**src/rtl/ether_pkg.sv**
```systemverilog
// Shared types and constants for the RMII transmit framer.
package ether_pkg;

  // Framer states, in transmit order
  typedef enum logic [2:0] {
    IDLE,
    PREAMBLE,
    SFD,
    DATA,
    IFG
  } state_t;

  // Dibit repeated throughout the preamble (0x55 sent LSB pair first)
  localparam logic [1:0] PREAMBLE_DIBIT = 2'b01;

  // Start-of-frame delimiter, serialised through the same shifter as payload
  localparam logic [7:0] SFD_BYTE = 8'hD5;

endpackage

```
**src/rtl/ether_tx_byte_to_dibit.sv**
```systemverilog
// Byte-to-dibit serialiser: holds one byte and presents it two bits at a time,
// least significant pair first. done flags the fourth (final) dibit.
module byte_to_dibit (
  input  logic       clk,
  input  logic       rst_n,
  input  logic       load,
  input  logic [7:0] data,
  input  logic       shift,
  output logic [1:0] dibit,
  output logic       done
);

  logic [7:0] sr;
  logic [1:0] idx;

  // Load restarts the byte at dibit 0; shift moves to the next pair
  always_ff @(posedge clk or negedge rst_n) begin
    if (!rst_n) begin
      sr  <= 8'h00;
      idx <= 2'd0;
    end else if (load) begin
      sr  <= data;
      idx <= 2'd0;
    end else if (shift) begin
      sr  <= {2'b00, sr[7:2]};
      idx <= idx + 2'd1;
    end
  end

  assign dibit = sr[1:0];
  assign done  = (idx == 2'd3);

endmodule

```
**src/rtl/ether_tx.sv**
```systemverilog
// RMII transmit framer: preamble + SFD, payload serialisation from a one-byte
// hold register, underrun abort and inter-frame gap enforcement.
module ether_tx
  import ether_pkg::*;
#(
  parameter int PREAMBLE_BYTES = 7,
  parameter int IFG_CYCLES     = 48
) (
  input  logic       clk,
  input  logic       rst_n,
  input  logic       axiiv,
  input  logic [7:0] axiid,
  input  logic       axiil,
  output logic       axiir,
  output logic       axiov,
  output logic [1:0] axiod,
  output logic       underrun
);

  // The IDLE cycle that accepts the next frame's first byte completes the gap,
  // so IFG itself lasts one cycle less than the full gap.
  localparam logic [5:0] PRE_LAST = 6'(4 * PREAMBLE_BYTES - 1);
  localparam logic [5:0] IFG_LAST = 6'(IFG_CYCLES - 2);

  state_t     state_q, state_d;
  logic [5:0] cnt_q, cnt_d;

  logic [7:0] hold_data;
  logic       hold_last;
  logic       hold_valid;
  logic       cur_last;
  logic       last_taken;
  logic       alive;

  logic       sh_load, sh_shift, sh_done;
  logic [7:0] sh_data;
  logic [1:0] sh_dibit;

  logic       drain;
  logic       abort;
  logic       ready_c;
  logic       tx_en;
  logic [1:0] tx_d;
  logic       accept;

  byte_to_dibit u_shift (
    .clk   (clk),
    .rst_n (rst_n),
    .load  (sh_load),
    .data  (sh_data),
    .shift (sh_shift),
    .dibit (sh_dibit),
    .done  (sh_done)
  );

  assign axiir  = alive && ready_c;
  assign accept = axiiv && axiir;

  // State and shared preamble/IFG counter
  always_ff @(posedge clk or negedge rst_n) begin
    if (!rst_n) begin
      state_q <= IDLE;
      cnt_q   <= 6'd0;
    end else begin
      state_q <= state_d;
      cnt_q   <= cnt_d;
    end
  end

  // Next state, shifter control, hold drain and pin values for the next edge
  always_comb begin
    state_d  = state_q;
    cnt_d    = cnt_q;
    sh_load  = 1'b0;
    sh_shift = 1'b0;
    sh_data  = hold_data;
    drain    = 1'b0;
    abort    = 1'b0;
    ready_c  = 1'b0;
    tx_en    = 1'b0;
    tx_d     = 2'b00;
    unique case (state_q)
      IDLE: begin
        ready_c = 1'b1;
        if (accept) begin
          state_d = PREAMBLE;
          cnt_d   = 6'd0;
        end
      end
      PREAMBLE: begin
        tx_en   = 1'b1;
        tx_d    = PREAMBLE_DIBIT;
        ready_c = !hold_valid && !last_taken;
        if (cnt_q == PRE_LAST) begin
          state_d = SFD;
          cnt_d   = 6'd0;
          sh_load = 1'b1;
          sh_data = SFD_BYTE;
        end else begin
          cnt_d = cnt_q + 6'd1;
        end
      end
      SFD: begin
        tx_en    = 1'b1;
        tx_d     = sh_dibit;
        sh_shift = 1'b1;
        if (sh_done) begin
          drain   = 1'b1;
          sh_load = 1'b1;
          state_d = DATA;
        end
        ready_c = (!hold_valid || drain) && !last_taken;
      end
      DATA: begin
        tx_en    = 1'b1;
        tx_d     = sh_dibit;
        sh_shift = 1'b1;
        if (sh_done) begin
          if (cur_last) begin
            state_d = IFG;
            cnt_d   = 6'd0;
          end else if (hold_valid) begin
            drain   = 1'b1;
            sh_load = 1'b1;
          end else begin
            abort   = 1'b1;
            state_d = IFG;
            cnt_d   = 6'd0;
          end
        end
        ready_c = (!hold_valid || drain) && !last_taken && !abort;
      end
      IFG: begin
        if (cnt_q == IFG_LAST) begin
          state_d = IDLE;
          cnt_d   = 6'd0;
        end else begin
          cnt_d = cnt_q + 6'd1;
        end
      end
      default: begin
        state_d = IDLE;
        cnt_d   = 6'd0;
      end
    endcase
  end

  // Hold register: refilled on accept, emptied when its byte moves to the shifter
  always_ff @(posedge clk or negedge rst_n) begin
    if (!rst_n) begin
      hold_data  <= 8'h00;
      hold_last  <= 1'b0;
      hold_valid <= 1'b0;
      cur_last   <= 1'b0;
    end else begin
      if (accept) begin
        hold_data  <= axiid;
        hold_last  <= axiil;
        hold_valid <= 1'b1;
      end else if (drain) begin
        hold_valid <= 1'b0;
      end
      if (drain) begin
        cur_last <= hold_last;
      end
    end
  end

  // Remembers that the frame's last byte is in, so no more bytes join this frame
  always_ff @(posedge clk or negedge rst_n) begin
    if (!rst_n) begin
      last_taken <= 1'b0;
    end else if (accept) begin
      last_taken <= axiil;
    end else if (state_q == IFG) begin
      last_taken <= 1'b0;
    end
  end

  // Keeps ready low while reset is held, then high from the first edge after release
  always_ff @(posedge clk or negedge rst_n) begin
    if (!rst_n) begin
      alive <= 1'b0;
    end else begin
      alive <= 1'b1;
    end
  end

  // Registered RMII pins and the underrun pulse
  always_ff @(posedge clk or negedge rst_n) begin
    if (!rst_n) begin
      axiov    <= 1'b0;
      axiod    <= 2'b00;
      underrun <= 1'b0;
    end else begin
      axiov    <= tx_en;
      axiod    <= tx_d;
      underrun <= abort;
    end
  end

endmodule

```
**config.mk**
```make
export PLATFORM = sky130hd
export DESIGN_NAME = ether_tx
export DESIGN_NICKNAME = d
export VERILOG_FILES = /design/src/rtl/ether_pkg.sv /design/src/rtl/ether_tx_byte_to_dibit.sv /design/src/rtl/ether_tx.sv
export SDC_FILE = /design/constraint.sdc
export NUM_CORES = 1
export LEC_CHECK = 0
export CAP_MARGIN = 0
export CORE_MARGIN = 1
export CORE_UTILIZATION = 30
export DETAILED_ROUTE_END_ITERATION = 8
export RECOVER_POWER = 25
export SYNTH_ARGS = -nofsm -noshare
export SYNTH_HDL_FRONTEND = slang
export SYNTH_SLANG_ARGS = --single-unit
```
**constraint.sdc**
```tcl
create_clock -name clk -period 4.4 [get_ports clk]
set_input_delay 0.88 -clock clk [delete_from_list [all_inputs] [get_ports clk]]
set_output_delay 0.88 -clock clk [all_outputs]
set_load 0.03 [all_outputs]
```
# ---- Word-level counts from Yosys, hierarchy flattened
# Index checks and enable logic that the tools add are counted.
dict set report totals {
  out_inout_bits 5
  ff_bits 36
  wordCells 91
}
dict set report classes {
  mux 43
  n_bitwise 1
  addsub 2
  n_reduce_logical 19
  n_eq_ne 13
}
# cell n
set op_table {}
lappend op_table {{6-bit two-way mux} 6}
lappend op_table {{8-bit two-way mux} 4}
lappend op_table {{6-bit one-hot mux with 5 select lines} 1}
lappend op_table {{3-bit two-way mux} 7}
lappend op_table {{1-bit two-way mux} 18}
lappend op_table {{3-bit one-hot mux with 5 select lines} 1}
lappend op_table {{2-bit inequality test, second input constant} 5}
lappend op_table {{6-bit by 1-bit adder with 6-bit output, second input constant} 1}
lappend op_table {{3-bit by 2-bit equality test with 1-bit output, second input constant} 2}
lappend op_table {{6-bit by 5-bit equality test with 1-bit output, second input constant} 1}
lappend op_table {{6-bit equality test, second input constant} 1}
lappend op_table {{1-bit logical AND} 6}
lappend op_table {{6-bit AND reduction} 1}
lappend op_table {{2-bit nonzero test} 3}
lappend op_table {{2-bit two-way mux} 2}
lappend op_table {{1-bit one-hot mux with 4 select lines} 1}
lappend op_table {{2-bit one-hot mux with 2 select lines} 1}
lappend op_table {{4-bit AND reduction} 1}
lappend op_table {{3-bit by 1-bit equality test with 1-bit output, second input constant} 1}
lappend op_table {{3-bit equality test, second input constant} 1}
lappend op_table {{1-bit logical NOT} 3}
lappend op_table {{3-bit logical NOT} 1}
lappend op_table {{3-bit inequality test, second input constant} 1}
lappend op_table {{1-bit one-hot mux with 3 select lines} 1}
lappend op_table {{other kinds (7)} 8}

# ---- Longest topological paths before layout
# Gate-level depths: netlist (run 1).
dict set report depth {
  word_depth 12
  depth_mapped 8
  ltp_nobuf 6
}

# ---- Hierarchy
# From an unflattened synthesis (run 1), not the netlist that was laid out.
dict set report unflattened {
  cells_unflattened 160
  area_unflattened_um2 1783.0
}
# module instances cells_each area_each_um2
set by_module_without_submodules {}
lappend by_module_without_submodules {ether_tx 1 116 1298.7}
lappend by_module_without_submodules {byte_to_dibit 1 44 484.2}

# ---- Worst setup path after synthesis (run 1)
# Ideal clock, no wire load.
dict set report synth_path {
  path_kind {register to output}
  from {register u_shift.idx[0]}
  to {output port axiir}
  n_path_buf 0
  slack_ns 2.218
  arrival_ns 1.302
  stages_incl_launch_ff 6
  cell_sequence {dfrtp_1 -> ha_1 -> inv_1 -> nor3_1 -> a21oi_1 -> o221a_2}
}
dict set report synth_via {
  elab_chain_cells 8
  word_cells_on_any_way 15
}
# item line
set synth_lines {}
lappend synth_lines {{start, declared} ether_tx_byte_to_dibit.sv:14} ;# logic [1:0] idx;
lappend synth_lines {{start signal, assigned} ether_tx_byte_to_dibit.sv:26} ;# idx <= idx + 2'd1;
lappend synth_lines {{2-bit equality test *} ether_tx_byte_to_dibit.sv:31} ;# assign done = (idx == 2'd3);
lappend synth_lines {{1-bit two-way mux} ether_tx.sv:118} ;# if (sh_done) begin
lappend synth_lines {{1-bit two-way mux} ether_tx.sv:82} ;# unique case (state_q)
lappend synth_lines {{1-bit logical OR} ether_tx.sv:131} ;# ready_c = (!hold_valid || drain) && !last_taken && !abort;
lappend synth_lines {{1-bit logical AND (2 in series)} ether_tx.sv:131}
lappend synth_lines {{1-bit one-hot mux with 4 select lines *} ether_tx.sv:82}
lappend synth_lines {{1-bit logical AND *} ether_tx.sv:56} ;# assign axiir = alive && ready_c;
lappend synth_lines {{end, declared} ether_tx.sv:14} ;# output logic axiir,
# Every way passes the cells marked *; elsewhere a longest branch is shown, timed or not. The select of a mux whose other input is x is not followed.

# ---- Worst setup path after layout (run 1)
dict set report layout_path {
  from {register state_q[0]}
  to {output port axiir}
}
dict set report layout_via {
  elab_chain_cells 3
  word_cells_on_any_way 6
}
# item line
set layout_lines {}
lappend layout_lines {{start, declared} ether_tx.sv:25} ;# state_t state_q, state_d;
lappend layout_lines {{start signal, assigned} ether_tx.sv:65} ;# state_q <= state_d;
lappend layout_lines {{3-bit by 2-bit equality test with 1-bit output, or another cell as far along} ether_tx.sv:82}
lappend layout_lines {{1-bit one-hot mux with 4 select lines *} ether_tx.sv:82}
lappend layout_lines {{1-bit logical AND *} ether_tx.sv:56}
# Every way passes the cells marked *; elsewhere a longest branch is shown, timed or not.

==> impl_metrics.prom, run 1 <==
# TYPE chip_impl_metric gauge
chip_impl_metric{name="groute.usage.overall",unit="%"} 12.3
chip_impl_metric{name="drtIter0Drc",unit=""} 100
chip_impl_metric{name="final_period_minus_worst_setup_slack",unit="ns"} 3.14
chip_impl_metric{name="static-leakage-power",unit="nW"} 0.939
chip_impl_metric{name="port_buf_inserts",unit=""} 16
chip_impl_metric{name="synth_warn",unit=""} 0
chip_impl_metric{name="std_cell_rows",unit=""} 27
chip_impl_metric{name="finalSetupViolCount",unit=""} 0
chip_impl_metric{name="post-cts-setup-buffer-count",unit=""} 0
chip_impl_metric{name="timing_worst_slew_pin_value",unit="ns"} 1.92
chip_impl_info{name="run_status",value="complete, but fails checks"} 1
chip_impl_metric{name="synth_enable_flop_cells",unit=""} 0
chip_impl_metric{name="worstSkewPairLatency",unit="ns"} 0.29
chip_impl_info{name="critPathLaunchType",value="flip-flop"} 1
chip_impl_metric{name="maxSlewHeadroom",unit="%"} -27.9
chip_impl_metric{name="synth.distinct_cells",unit=""} 42
chip_impl_metric{name="gp_congestion",unit=""} 0.819
chip_impl_metric{name="finish.net_count",unit=""} 196
chip_impl_metric{name="dp.final_hpwl",unit="mm"} 2.29
chip_impl_metric{name="power.density",unit="nW/µm²"} 498
chip_impl_metric{name="synth.cell_area",unit="µm²"} 1760
chip_impl_info{name="hold_path_class",value="flip-flop to flip-flop"} 1
chip_impl_metric{name="detail_route.wl_per_cell",unit="µm"} 13.5
chip_impl_metric{name="detail-route-antenna-nets",unit=""} 0
chip_impl_info{name="tritoncts",value="done"} 1
chip_impl_info{name="kind_of_end_point_of_the_critical_path",value="output pin"} 1
chip_impl_metric{name="multiInputGateArea",unit="µm²"} 806
chip_impl_metric{name="grt_pass1_vias",unit=""} 1204
chip_impl_metric{name="cp_data_required_time",unit="ns"} 3.52
chip_impl_metric{name="synthToLayoutAreaGrowth",unit="%"} 17.7
chip_impl_metric{name="fin_worst_skew",unit="ns"} 0.00701
chip_impl_metric{name="slowest_delay",unit="ns"} 0.66
chip_impl_metric{name="wirelength",unit="mm"} 3.42
chip_impl_metric{name="globalRoute.totalOverflow",unit=""} 0
chip_impl_metric{name="ctsHoldBuffers",unit=""} 0
chip_impl_metric{name="total_of_cells_resized_after_clock_tree_synthesis",unit=""} 0
chip_impl_metric{name="chipHeight",unit="µm"} 78.6
chip_impl_info{name="failed_checks",value="capacitance limit, slew limit"} 1
chip_impl_metric{name="postSynthNetCount",unit=""} 181
chip_impl_info{name="setup_repair_after_global_routing_missed_its_margin",value="false"} 1
chip_impl_info{name="timing.setup.critical_path_class",value="flip-flop to output pin"} 1
chip_impl_metric{name="cts.reportedPaths.clkPinSlew",unit="ns"} 0.07
chip_impl_metric{name="worstPathArrival",unit="ns"} 2.26
chip_impl_metric{name="drive_gt1_share",unit="%"} 11.0
chip_impl_metric{name="hold_viol_final",unit=""} 0
chip_impl_metric{name="floorplan.die.width",unit="µm"} 78.6
chip_impl_metric{name="grt_start_max_net_pins",unit=""} 37
chip_impl_metric{name="route.detailed.vias_per_inst",unit=""} 5.09
chip_impl_metric{name="vdd_drop_max",unit="mV"} 0.147
chip_impl_info{name="crit_path_top_delay_cell",value="clkdlybuf4s50_1"} 1
chip_impl_metric{name="syn_inst",unit=""} 166
chip_impl_metric{name="antenna_diode_count",unit=""} 0
chip_impl_metric{name="antenna_violations_before_repair",unit=""} 0
chip_impl_metric{name="grt_pass1_wl",unit="mm"} 5.89
chip_impl_metric{name="final.hold.worst_slack",unit="ns"} 0.472
chip_impl_metric{name="drc",unit=""} 0
chip_impl_metric{name="io-pin-count",unit=""} 17
chip_impl_metric{name="syn_avg_cell_area",unit="µm²"} 10.6
chip_impl_metric{name="synthArstFlopShare",unit="%"} 100
chip_impl_metric{name="fmaxAchievable",unit="MHz"} 319
chip_impl_metric{name="drv_slew",unit=""} 37
chip_impl_metric{name="synth_sequential_area_ratio",unit="%"} 51.1
chip_impl_metric{name="timing.max_cap.violations",unit=""} 1
chip_impl_metric{name="cts.sinks",unit=""} 36
chip_impl_info{name="yosys_most_used_dff",value="dfrtp_1"} 1
chip_impl_metric{name="fin_crit_sh",unit="%"} 71.3
chip_impl_metric{name="fillCellCount",unit=""} 567
chip_impl_metric{name="clock_tree.buffer_depth",unit=""} 2
chip_impl_metric{name="dieArea",unit="µm²"} 6180
chip_impl_metric{name="vias",unit=""} 1293
chip_impl_metric{name="footprint_of_the_flip_flops_and_latches",unit="µm²"} 901
chip_impl_metric{name="setup_total_negative_slack",unit="ns"} 0
chip_impl_metric{name="initial_utilization",unit="%"} 31.6
chip_impl_metric{name="cts_max_level",unit=""} 2
chip_impl_metric{name="tritoncts.num_buffers",unit=""} 5
chip_impl_metric{name="detailedRoute.firstPassIterationCount",unit=""} 4
chip_impl_metric{name="coreArea",unit="µm²"} 5570
chip_impl_info{name="cts_root_buffer",value="clkbuf_8"} 1
chip_impl_info{name="worstPathCellList",value="o21bai_1 > a211o_1 > a21oi_1 > o221a_2 > clkdlybuf4s50_1"} 1
chip_impl_metric{name="crit_fanout",unit=""} 15
chip_impl_metric{name="synth_seq_cells",unit=""} 36
[critical path, delay by kind of cell, from the launching register on]
family | cells | cell delay (ns)
AO/OA/AOI/OAI | 4 | 0.72
flip-flops | 1 | 0.59
buffers and inverters | 1 | 0.66
[worst paths after layout]
kind / startpoint / endpoint / slack (ns) / depth (start not counted)
setup / recovery: state_q[0] / axiir / 1.26 / 5
hold / removal: hold_last / cur_last / 0.47 / 2
setup reg to reg: state_q[0] / hold_last / 1.88 / 5
hold reg to reg: hold_last / cur_last / 0.47 / 2
max in group asynchronous: rst_n / state_q[0] / 2.18 / 1
min in group asynchronous: rst_n / u_shift.sr[1] / 1.11 / 1
[routing by layer]
| layer | track usage, % | routed length [µm] | vias up | part of all wire, % |
|---|---|---|---|---|
| met3 | 2.44 | 108 | 6 | 3.2 |
| met1 | 17.7 | 1760 | 642 | 51 |
| li1 | - | - | 618 | - |
| met2 | 17.7 | 1500 | 27 | 44 |
| met4 | 5.00 | 53 | 0 | 1.5 |
| met5 | 0 | 0 | - | 0 |
[registers in the layout (all words and copies together), names as in the netlist, 2 cells and up]
register     flops
hold_data        8
u_shift.sr       8
cnt_q            6
state_q          3
axiod            2
u_shift.idx      2
[cell type report]
| class | instances | area share (%) |
|---|---|---|
| sequential | 36 | 43.5 |
| multi-input combinational | 118 | 38.9 |
| timing repair buffer | 16 | 7.42 |
| tap | 72 | 4.35 |
| clock buffer | 6 | 3.50 |
| clock inverter | 2 | 1.69 |
| inverter | 4 | 0.724 |
[through the flow]
stage                     total power [mW]  utilization (%)  instance area [µm²]  setup slack [ns]  cells
final                                 1.03             37.2                 2070              1.26    254
after global routing                  1.09             37.2                 2070              1.12    254
after CTS                             1.04             37.2                 2070              1.26    254
after detailed placement             0.752             35.3                 1970              1.57    246
after global placement               0.749             35.3                 1970              1.61    246
after floorplan                      0.671                -                 1760              2.22    166
[cells in the mapped netlist, types with 3 or more instances]
master    number  area [µm²]
nor3_1         3        15.0
a211o_1        3        26.3
nor2_1        12        45.0
a21o_1         3        22.5
o21a_1         3        22.5
a221o_1        3        30.0
o21bai_1       3        22.5
clkbuf_1       5        18.8
o21ai_0       10        50.1
and2_1         3        18.8
nand3_1        5        25.0
a21oi_1        9        45.0
inv_1          4        15.0
ha_1           3        37.5
mux2_4         8         120
nand2_1       19        71.3
dfrtp_1       36         901
[power by group]
group | switching, mW | internal (mW)
logic | 0.125 | 0.142
registers | 0.0697 | 0.409
clock network | 0.119 | 0.168
[layout by cell type, fill, tap and decap left out, types with 4 or more instances in the layout]
master | netlist | routed
nand3_1 | 5 | 5
clkdlybuf4s50_1 | 0 | 15
dfrtp_1 | 36 | 36
nor2_1 | 12 | 12
clkbuf_8 | 0 | 5
a21oi_1 | 9 | 9
o21ai_0 | 10 | 10
inv_1 | 4 | 4
nand2_1 | 19 | 19
mux2_4 | 8 | 8
[kinds of logic after synthesis]
kind of cell	Yosys count	share of synthesized area [%]
muxes	11	8.59
xor gates and xnor gates	3	1.49
other	1	0.213
adders and majority gates	3	2.13
buffers and inverters	12	3.12
DFF	36	51.1
and+or+nand+nor	56	15.7
AOI/OAI and AO/OA	44	17.6
Power figures use the tool's default switching activity.
==> run 2: changes to the inputs <==
clock period = 3.11 ns   (was 4.4 ns; I/O delays follow)
==> impl_metrics.prom, run 2 (same netlist as run 1, synthesis figures left out) <==
# TYPE chip_impl_metric gauge
chip_impl_info{name="run_status",value="complete, but fails checks"} 1
chip_impl_info{name="failed_checks",value="capacitance limit, slew limit"} 1
chip_impl_metric{name="final_cell_count_no_fill",unit=""} 257
chip_impl_metric{name="clock_tree.buffer_depth",unit=""} 2
chip_impl_metric{name="ctsHoldBuffers",unit=""} 0
chip_impl_metric{name="timing.hold.worst_path_depth",unit=""} 2
chip_impl_metric{name="finish.net_count",unit=""} 199
chip_impl_metric{name="drtIter0Drc",unit=""} 123
chip_impl_metric{name="route.detailed.vias_per_inst",unit=""} 4.99
chip_impl_info{name="final_cell_mix",value="dfrtp_1 (36), nand2_1 (19), clkdlybuf4s50_1 (15), nor2_1 (12), o21ai_0 (10)"} 1
chip_impl_info{name="hold_path_startpoint",value="hold_last"} 1
chip_impl_info{name="tritoncts",value="done"} 1
chip_impl_metric{name="cts.sinks",unit=""} 36
chip_impl_metric{name="floorplan.die.width",unit="µm"} 78.6
chip_impl_metric{name="reg2reg_slack",unit="ns"} 0.77
chip_impl_info{name="critical_path.reg2reg.endpoint",value="hold_data[2]"} 1
chip_impl_metric{name="reg2regPathDepth",unit=""} 7
chip_impl_metric{name="vias",unit=""} 1283
chip_impl_metric{name="synthToLayoutAreaGrowth",unit="%"} 18.2
chip_impl_metric{name="cp_data_required_time",unit="ns"} 2.49
chip_impl_metric{name="slowest_delay",unit="ns"} 0.66
chip_impl_metric{name="port_buf_inserts",unit=""} 16
chip_impl_metric{name="crit_fanout",unit=""} 3
chip_impl_metric{name="post-cts-setup-buffer-count",unit=""} 0
chip_impl_metric{name="groute.usage.overall",unit="%"} 12.8
chip_impl_metric{name="static-leakage-power",unit="nW"} 0.944
chip_impl_metric{name="timing.max_cap.violations",unit=""} 1
chip_impl_metric{name="grt_pass1_wl",unit="mm"} 6.04
chip_impl_info{name="kind_of_end_point_of_the_critical_path",value="output pin"} 1
chip_impl_info{name="cts_root_buffer",value="clkbuf_8"} 1
chip_impl_info{name="crit_path_top_delay_cell",value="clkdlybuf4s50_1"} 1
chip_impl_metric{name="hold_viol_final",unit=""} 0
chip_impl_metric{name="fin_crit_sh",unit="%"} 91.5
chip_impl_metric{name="grt_pass1_vias",unit=""} 1219
chip_impl_info{name="critPathLaunchType",value="flip-flop"} 1
chip_impl_metric{name="detailedRoute.firstPassIterationCount",unit=""} 4
chip_impl_metric{name="antenna_violations_before_repair",unit=""} 0
chip_impl_metric{name="grt_start_max_net_pins",unit=""} 37
chip_impl_info{name="r2r-start",value="u_shift.idx[0]"} 1
chip_impl_metric{name="setup_total_negative_slack",unit="ns"} 0
chip_impl_info{name="hold_path_class",value="flip-flop to flip-flop"} 1
chip_impl_metric{name="finalSetupViolCount",unit=""} 0
chip_impl_metric{name="tritoncts.num_buffers",unit=""} 5
chip_impl_metric{name="vdd_drop_max",unit="mV"} 0.265
chip_impl_info{name="setup_repair_after_global_routing_missed_its_margin",value="false"} 1
chip_impl_metric{name="fmaxAchievable",unit="MHz"} 351
chip_impl_metric{name="cts_max_level",unit=""} 2
chip_impl_metric{name="fin_worst_skew",unit="ns"} 0.00862
chip_impl_metric{name="post-route-util",unit="%"} 37.4
chip_impl_metric{name="gp_congestion",unit=""} 0.813
chip_impl_metric{name="total_of_cells_resized_after_clock_tree_synthesis",unit=""} 0
chip_impl_metric{name="detail_route.wl_per_cell",unit="µm"} 13.5
chip_impl_metric{name="drive_gt1_share",unit="%"} 12.4
chip_impl_metric{name="detail-route-antenna-nets",unit=""} 0
chip_impl_metric{name="maxSlewHeadroom",unit="%"} -26.9
chip_impl_info{name="worstPathCellList",value="ha_1 > nand2_1 > a211o_1 > a21oi_1 > o221a_2 > clkdlybuf4s50_1"} 1
chip_impl_info{name="timing.setup.critical_path_class",value="flip-flop to output pin"} 1
chip_impl_metric{name="globalRoute.totalOverflow",unit=""} 0
chip_impl_metric{name="power.density",unit="nW/µm²"} 685
chip_impl_metric{name="multiInputGateArea",unit="µm²"} 806
chip_impl_metric{name="worstSkewPairLatency",unit="ns"} 0.29
chip_impl_metric{name="initial_utilization",unit="%"} 31.6
chip_impl_metric{name="worstPathArrival",unit="ns"} 2.22
chip_impl_metric{name="fillCellCount",unit=""} 561
chip_impl_info{name="layout_top_registers",value="hold_data: 8 flops, u_shift.sr: 8 flops, cnt_q: 6 flops"} 1
chip_impl_metric{name="final.hold.worst_slack",unit="ns"} 0.486
chip_impl_metric{name="cts.reportedPaths.clkPinSlew",unit="ns"} 0.07
chip_impl_info{name="most_frequent_standard_cell_in_the_layout_excluding_fill_and_tap_cells",value="dfrtp_1"} 1
chip_impl_metric{name="io-pin-count",unit=""} 17
chip_impl_metric{name="std_cell_rows",unit=""} 27
chip_impl_metric{name="footprint_of_the_flip_flops_and_latches",unit="µm²"} 901
chip_impl_metric{name="placed_cells",unit=""} 249
chip_impl_metric{name="chipHeight",unit="µm"} 78.6
chip_impl_metric{name="wirelength",unit="mm"} 3.46
chip_impl_metric{name="coreArea",unit="µm²"} 5570
chip_impl_metric{name="final_period_minus_worst_setup_slack",unit="ns"} 2.85
chip_impl_metric{name="antenna_diode_count",unit=""} 0
chip_impl_info{name="min_delay_worst_endpoint",value="cur_last"} 1
chip_impl_metric{name="dp.final_hpwl",unit="mm"} 2.41
chip_impl_metric{name="drv_slew",unit=""} 37
chip_impl_metric{name="timing_worst_slew_pin_value",unit="ns"} 1.90
chip_impl_metric{name="dieArea",unit="µm²"} 6180
chip_impl_metric{name="drc",unit=""} 0
-- run 2: cell types whose count changed in the layout (fill, tap and decap cells not counted), sizes merged --
cell	previous run	this run
clkbuf	7	8
buf	0	3
clkinv	1	0
bufinv	1	0
clkinvlp	0	1
-- run 2: how the worst max path moves through the flow --
stage                   start    end  depth (start not counted)
6_report       u_shift.idx[0]  axiir                          6
2_1_floorplan  u_shift.idx[0]  axiir                          5
3_5_place_dp   u_shift.idx[0]  axiir                          6
4_1_cts        u_shift.idx[0]  axiir                          6
3_3_place_gp   u_shift.idx[0]  axiir                          6
5_1_grt        u_shift.idx[0]  axiir                          6
-- run 2: metal layers --
metal	part of all wire, %	GRT usage, %	wire length, µm	up-vias
li1	-	-	-	626
met2	44	18.9	1510	18
met5	0	0	0	-
met4	1.8	5.56	61	0
met3	2.5	2.79	87	7
met1	52	17.8	1800	632
-- run 2: stage by stage --
stage               instance area, µm²  total power, mW  worst slack [ns]
floorplan                         1760            0.949              1.19
global placement                  1990             1.08             0.592
detailed placement                1990             1.09             0.580
CTS                               2080             1.44             0.245
global route                      2080             1.52             0.116
finish                            2080             1.43             0.263
-- run 2: area by class of cell --
type / instances / area share [%]
clock buffer: 7 / 4.15
clock inverter: 1 / 0.361
inverter: 4 / 0.721
multi-input combinational: 118 / 38.7
sequential: 36 / 43.3
tap: 72 / 4.33
timing repair buffer: 19 / 8.47
-- run 2: report_power, final --
group	switching [mW]	total, mW	leakage, nW	internal (mW)
clock	0.166	0.346	0.0445	0.180
sequential	0.0835	0.663	0.465	0.580
combinational	0.206	0.418	0.434	0.211
-- run 2: worst max-delay path: cells and delay by family, from the launching register on --
family / cells / cell delay, ns
AO/OA/AOI/OAI: 3 / 0.65
adder cells (fa/ha/maj): 1 / 0.20
buffers and inverters: 1 / 0.66
flip-flops: 1 / 0.37
AND/OR/NAND/NOR: 1 / 0.06
